==> config.mk <==
export PLATFORM = sky130hd
export DESIGN_NAME = router_fifo
export DESIGN_NICKNAME = d
export VERILOG_FILES = /design/src/rtl/router_fifo.sv
export SDC_FILE = /design/constraint.sdc
export NUM_CORES = 1
export LEC_CHECK = 0
export CAP_MARGIN = 20
export CORE_ASPECT_RATIO = 0.8
export CORE_UTILIZATION = 41
export CTS_CLUSTER_DIAMETER = 50
export DETAILED_ROUTE_END_ITERATION = 12
export PLACE_DENSITY = 0.6
export SLEW_MARGIN = 15
export SYNTH_ARGS = -nofsm -noshare
export SYNTH_HDL_FRONTEND = slang
export SYNTH_SLANG_ARGS = --single-unit
==> constraint.sdc <==
create_clock -name clock -period 4.55 [get_ports clock]
set_clock_uncertainty 0.2 [all_clocks]
set_input_delay 0.455 -clock clock [delete_from_list [all_inputs] [get_ports clock]]
set_output_delay 0.455 -clock clock [all_outputs]
set_load 0.02 [all_outputs]
==> src/rtl/router_fifo.sv <==
// Per-port output buffer of the 1x3 router: a DEPTH x {lfd, byte} FIFO.
// It also tracks the remaining packet length on the read side so data_out can return to zero once a packet is drained.
module router_fifo #(
    parameter int DEPTH = 16,
    parameter int WIDTH = 8
) (
    input  logic             clock,
    input  logic             reset,
    input  logic             soft_reset,
    input  logic             write_enb,
    input  logic             read_enb,
    input  logic             lfd_state,
    input  logic [WIDTH-1:0] data_in,
    output logic [WIDTH-1:0] data_out,
    output logic             full,
    output logic             empty
);

    localparam int AW = $clog2(DEPTH);
    localparam logic [AW:0] PTR_ONE_C = {{AW{1'b0}}, 1'b1};

    logic [WIDTH:0]   mem_r [DEPTH];
    logic [AW:0]      wr_ptr_r;
    logic [AW:0]      rd_ptr_r;
    logic [6:0]       count_r;
    logic [WIDTH-1:0] data_out_r;
    logic             wr_acc_s;
    logic             rd_acc_s;
    logic             clr_s;
    logic [WIDTH:0]   rd_entry_s;

    // The pointer MSB is the wrap bit: equal pointers mean empty, and a differing MSB with equal low bits means full.
    assign empty    = (wr_ptr_r == rd_ptr_r);
    assign full     = (wr_ptr_r[AW] != rd_ptr_r[AW]) && (wr_ptr_r[AW-1:0] == rd_ptr_r[AW-1:0]);
    assign data_out = data_out_r;

    // Accept decisions use the pre-edge flags only.
    always_comb begin
        clr_s      = reset || soft_reset;
        wr_acc_s   = write_enb && !full;
        rd_acc_s   = read_enb && !empty;
        rd_entry_s = mem_r[rd_ptr_r[AW-1:0]];
    end

    // Storage write port; memory contents survive resets.
    always_ff @(posedge clock) begin
        if (!clr_s && wr_acc_s) begin
            mem_r[wr_ptr_r[AW-1:0]] <= {lfd_state, data_in};
        end
    end

    // Pointers, packet counter and registered read data.
    always_ff @(posedge clock) begin
        if (clr_s) begin
            wr_ptr_r   <= {(AW+1){1'b0}};
            rd_ptr_r   <= {(AW+1){1'b0}};
            count_r    <= 7'd0;
            data_out_r <= {WIDTH{1'b0}};
        end else begin
            if (wr_acc_s) begin
                wr_ptr_r <= wr_ptr_r + PTR_ONE_C;
            end
            if (rd_acc_s) begin
                rd_ptr_r   <= rd_ptr_r + PTR_ONE_C;
                data_out_r <= rd_entry_s[WIDTH-1:0];
                // A header reloads the counter with payload length plus the parity byte.
                if (rd_entry_s[WIDTH]) begin
                    count_r <= {1'b0, rd_entry_s[7:2]} + 7'd1;
                end else if (count_r != 7'd0) begin
                    count_r <= count_r - 7'd1;
                end
            end else if (count_r == 7'd0) begin
                data_out_r <= {WIDTH{1'b0}};
            end
        end
    end

endmodule

==> impl_summary.log <==
INFO  metric setup.worst_path.start_class = flop
INFO  metric run_status = finished clean
INFO  metric hold_buffers = 0
INFO  metric initial_cell_density_of_the_core = 42.1%
INFO  metric ys_ff_latch = 173
INFO  metric cts_htree_levels = 4
INFO  metric syn_area = 0.00701 mm²
INFO  metric route.detailed.vias_per_inst = 5.58
INFO  metric detail-route-antenna-nets = 0
INFO  metric layout-drive-gt1-share = 21.0%
INFO  metric worst_slew_margin_rel = 30.1%
INFO  metric end_kind = flop
INFO  metric syn-instance-count = 409
INFO  metric critPathTopFamily = flip-flops
INFO  metric yosys-top-cells-area = edfxtp_1 (62%), mux4_2 (11%), dfxtp_1 (8.3%)
INFO  metric critPathBufInv = 1
INFO  metric synth_enable_flop_cells = 144
INFO  metric cts_tree = yes
INFO  metric r2r.worst_path.cells = 7
INFO  metric hpwlAfterDp = 9.68 mm
INFO  metric proportion_of_synthesized_flip_flops_having_asynchronous_set_or_reset = 0%
INFO  metric worstSetupPathDepth = 7
INFO  metric worstHoldPathCells = 2
INFO  metric placedCellCount = 649
INFO  metric max_stage_delay = 820 ps
INFO  metric num_rows = 42
INFO  metric synthesis.area_per_instance = 17.1 µm²
INFO  metric cts_max_path_buffers = 2
INFO  metric max-cap-violations = 0
INFO  metric ctsRootBufferMaster = clkbuf_16
INFO  metric dr.pass1.iters = 4
INFO  metric comb_power_share = 3.1%
INFO  metric vdd_ir_drop_max = 0.288 mV
INFO  metric p_leak = 2.56 nW
INFO  metric wl_per_instance = 21.8 µm
INFO  metric clock.fmax = 0.331 GHz
INFO  metric setup-tns-final = 0 ps
INFO  metric post_layout_total_power = 0.00322 W
INFO  metric timing.final.max_slew_violations = 0
INFO  metric critical_path.slowest_cell = dfxtp_2
INFO  metric power.switching_fraction = 22.7%
INFO  metric placeableCoreArea = 0.0167 mm²
INFO  metric maximum_number_of_pins_on_one_net_before_global_route_repair = 26
INFO  metric portBuffers = 23
INFO  metric synth.distinct_cells = 44
INFO  metric slew_worst_pin = 1040 ps
INFO  metric crit_path_max_fanout = 20
INFO  metric antenna_cells_inserted = 0
INFO  metric gp_congestion = 0.834
INFO  metric clock_power_share = 43.4%
INFO  metric die_outline_width = 148 µm
INFO  metric p_sw = 0.000733 W
INFO  metric internal-power = 0.00249 W
INFO  metric clock_latency_late_sink = 420 ps
INFO  metric grt_usage = 18.1%
INFO  metric grt.overflow.total = 0
INFO  metric cts_num_sinks = 173
INFO  metric routed-via-count = 3797
INFO  metric final_standard_cell_count_with_taps_included_and_fillers_excluded = 681
INFO  metric grt_antenna_before_repair = 0
INFO  metric arrival = 3100 ps
INFO  metric timing.final.crit_period = 3020 ps
INFO  metric postSynthNetCount = 430
INFO  metric synth.yosys.seq_area_share = 70.0%
INFO  metric worstPathRequired = 4630 ps
INFO  metric cts-resized-gates = 0
INFO  metric critical_path.cell_chain = buf_12, mux4_1, a22o_1, a221o_1, and4_1, o21ai_1, a21oi_1
INFO  metric post-synth-top-area-fraction = 61.7%
INFO  metric timing.final.hold_violations = 0
INFO  metric detail_route.drc_violations = 0
INFO  metric dominant_cell_type_by_area_after_synthesis = edfxtp_1
INFO  metric cts.repair_timing.setup_buffer_count = 0
INFO  metric drt_iter0_markers = 277
INFO  metric holdCritPathClass = reg2reg
INFO  metric power.density_cell_area = 397 mW/mm²
INFO  metric grt_pass1_wl = 22.9 mm
INFO  metric numCtsBuffers = 17
INFO  metric num_io_pins = 24
INFO  metric sequential_share_of_power = 53.5%
INFO  metric synthToLayoutAreaGrowth = 15.7%
INFO  metric main_synth_ff_type = edfxtp_1
INFO  metric die_y = 119 µm
INFO  metric report.final.setup_viol = 0
INFO  metric postRouteWirelength = 14.9 mm
INFO  metric die_area = 0.0176 mm²
INFO  metric rsz_0062_raised_after_global_routing = no
INFO  metric fin_util = 48.7%
INFO  metric grt_pass1_vias = 3818
INFO  metric crit_type = reg2reg
INFO  metric num-nets-final = 469
INFO  metric ys_warn_count = 0
INFO  metric timing.final.crit_share = 66.4%
INFO  metric cts.clk_slew.worst_paths = 70 ps
## cell usage in the layout, fill, tap and decap left out, drive strengths merged, types with 2 or more instances in the layout
cell,count
a31oi,2
nor2b,3
nand2,22
ha,7
nand3,9
clkdlybuf4s50,23
nor4,2
xor2,7
nand4,6
a221oi,6
a221o,3
a21oi,15
clkinv,5
o21ai,11
buf,18
mux4,38
o21a,2
nor2,32
edfxtp,144
nor3,7
inv,13
or2,2
o211ai,2
clkbuf,17
nand2b,3
and2,2
mux2i,2
xnor2,8
a22oi,10
dfxtp,29
or3,3
a22o,3
## cells by family after synthesis
group	count (synthesis)	share of synthesized area, %
fa+ha+maj	7	1.25
mux	40	12.7
buf+inv	25	2.00
flops	173	70.0
xor+xnor	15	1.87
simple gates	94	6.55
compound gates	55	5.73
## power by group through the flow
stage / Clock, W / Combinational, W / Sequential, W
2_1_floorplan: 0 / 0.0000580 / 0.00176
3_3_place_gp: 0 / 0.0000996 / 0.00176
3_5_place_dp: 0 / 0.000101 / 0.00176
4_1_cts: 0.00142 / 0.000101 / 0.00172
5_1_grt: 0.00149 / 0.000110 / 0.00172
6_report: 0.00140 / 0.000102 / 0.00172
## registers in the layout (all words and copies together) (netlist names), named ones only
name,cells
mem_r,144
data_out,8
count_r,7
wr_ptr_r,5
rd_ptr_r,5
## per-stage QoR
step | hold WS [ps] | area, µm² | worst slack [ps]
finish | 274 | 8120 | 1530
global route | 302 | 8120 | 1310
CTS | 275 | 8120 | 1460
detailed placement | 265 | 7540 | 1480
global placement | 261 | 7540 | 1530
floorplan | 257 | 7010 | 2060
## worst paths after layout
kind	from	to	slack [ps]
setup reg to reg	flop	count_r[4]$_SDFFE_PP0P_	1530
hold reg to reg	data_out[3]$_SDFFE_PP0P_	data_out[3]$_SDFFE_PP0P_	270
hold / removal	data_out[3]$_SDFFE_PP0P_	data_out[3]$_SDFFE_PP0P_	270
setup / recovery	flop	count_r[4]$_SDFFE_PP0P_	1530
## area by class of cell
cell class,instances,area (µm²)
clock buffers,17,425
clock inverters,15,149
fillers,1369,8540
inverters,4,15.0
multi-input cells,211,1970
flip-flops and latches,173,4910
well taps,220,275
repair buffers,41,378
## metal layers
layer / part of all wire [%] / vias to the layer above / GRT usage [%]
met3: 6.4 / 13 / 5.10
met2: 45 / 125 / 26.3
li1: - / 1709 / -
met4: 0.89 / 0 / 4.51
met5: 0 / - / 0
met1: 48 / 1950 / 26.6
## synth_stat cells (all sizes together), types with 4 or more instances
cell / count
dfxtp: 29
o21ai: 11
nor2: 32
xnor2: 8
nand4: 6
inv: 4
nand3: 9
a221oi: 6
nand2: 22
buf: 11
ha: 7
edfxtp: 144
a22oi: 10
mux4: 38
a21oi: 15
clkbuf: 10
nor3: 7
xor2: 7
## tightest hold or removal path, stage by stage, from the launching register on
cell and delay [ps]:
dfxtp_1 310, nand3_1 60, a21oi_1 60
Note: power is estimated with default switching activity, not from simulation.
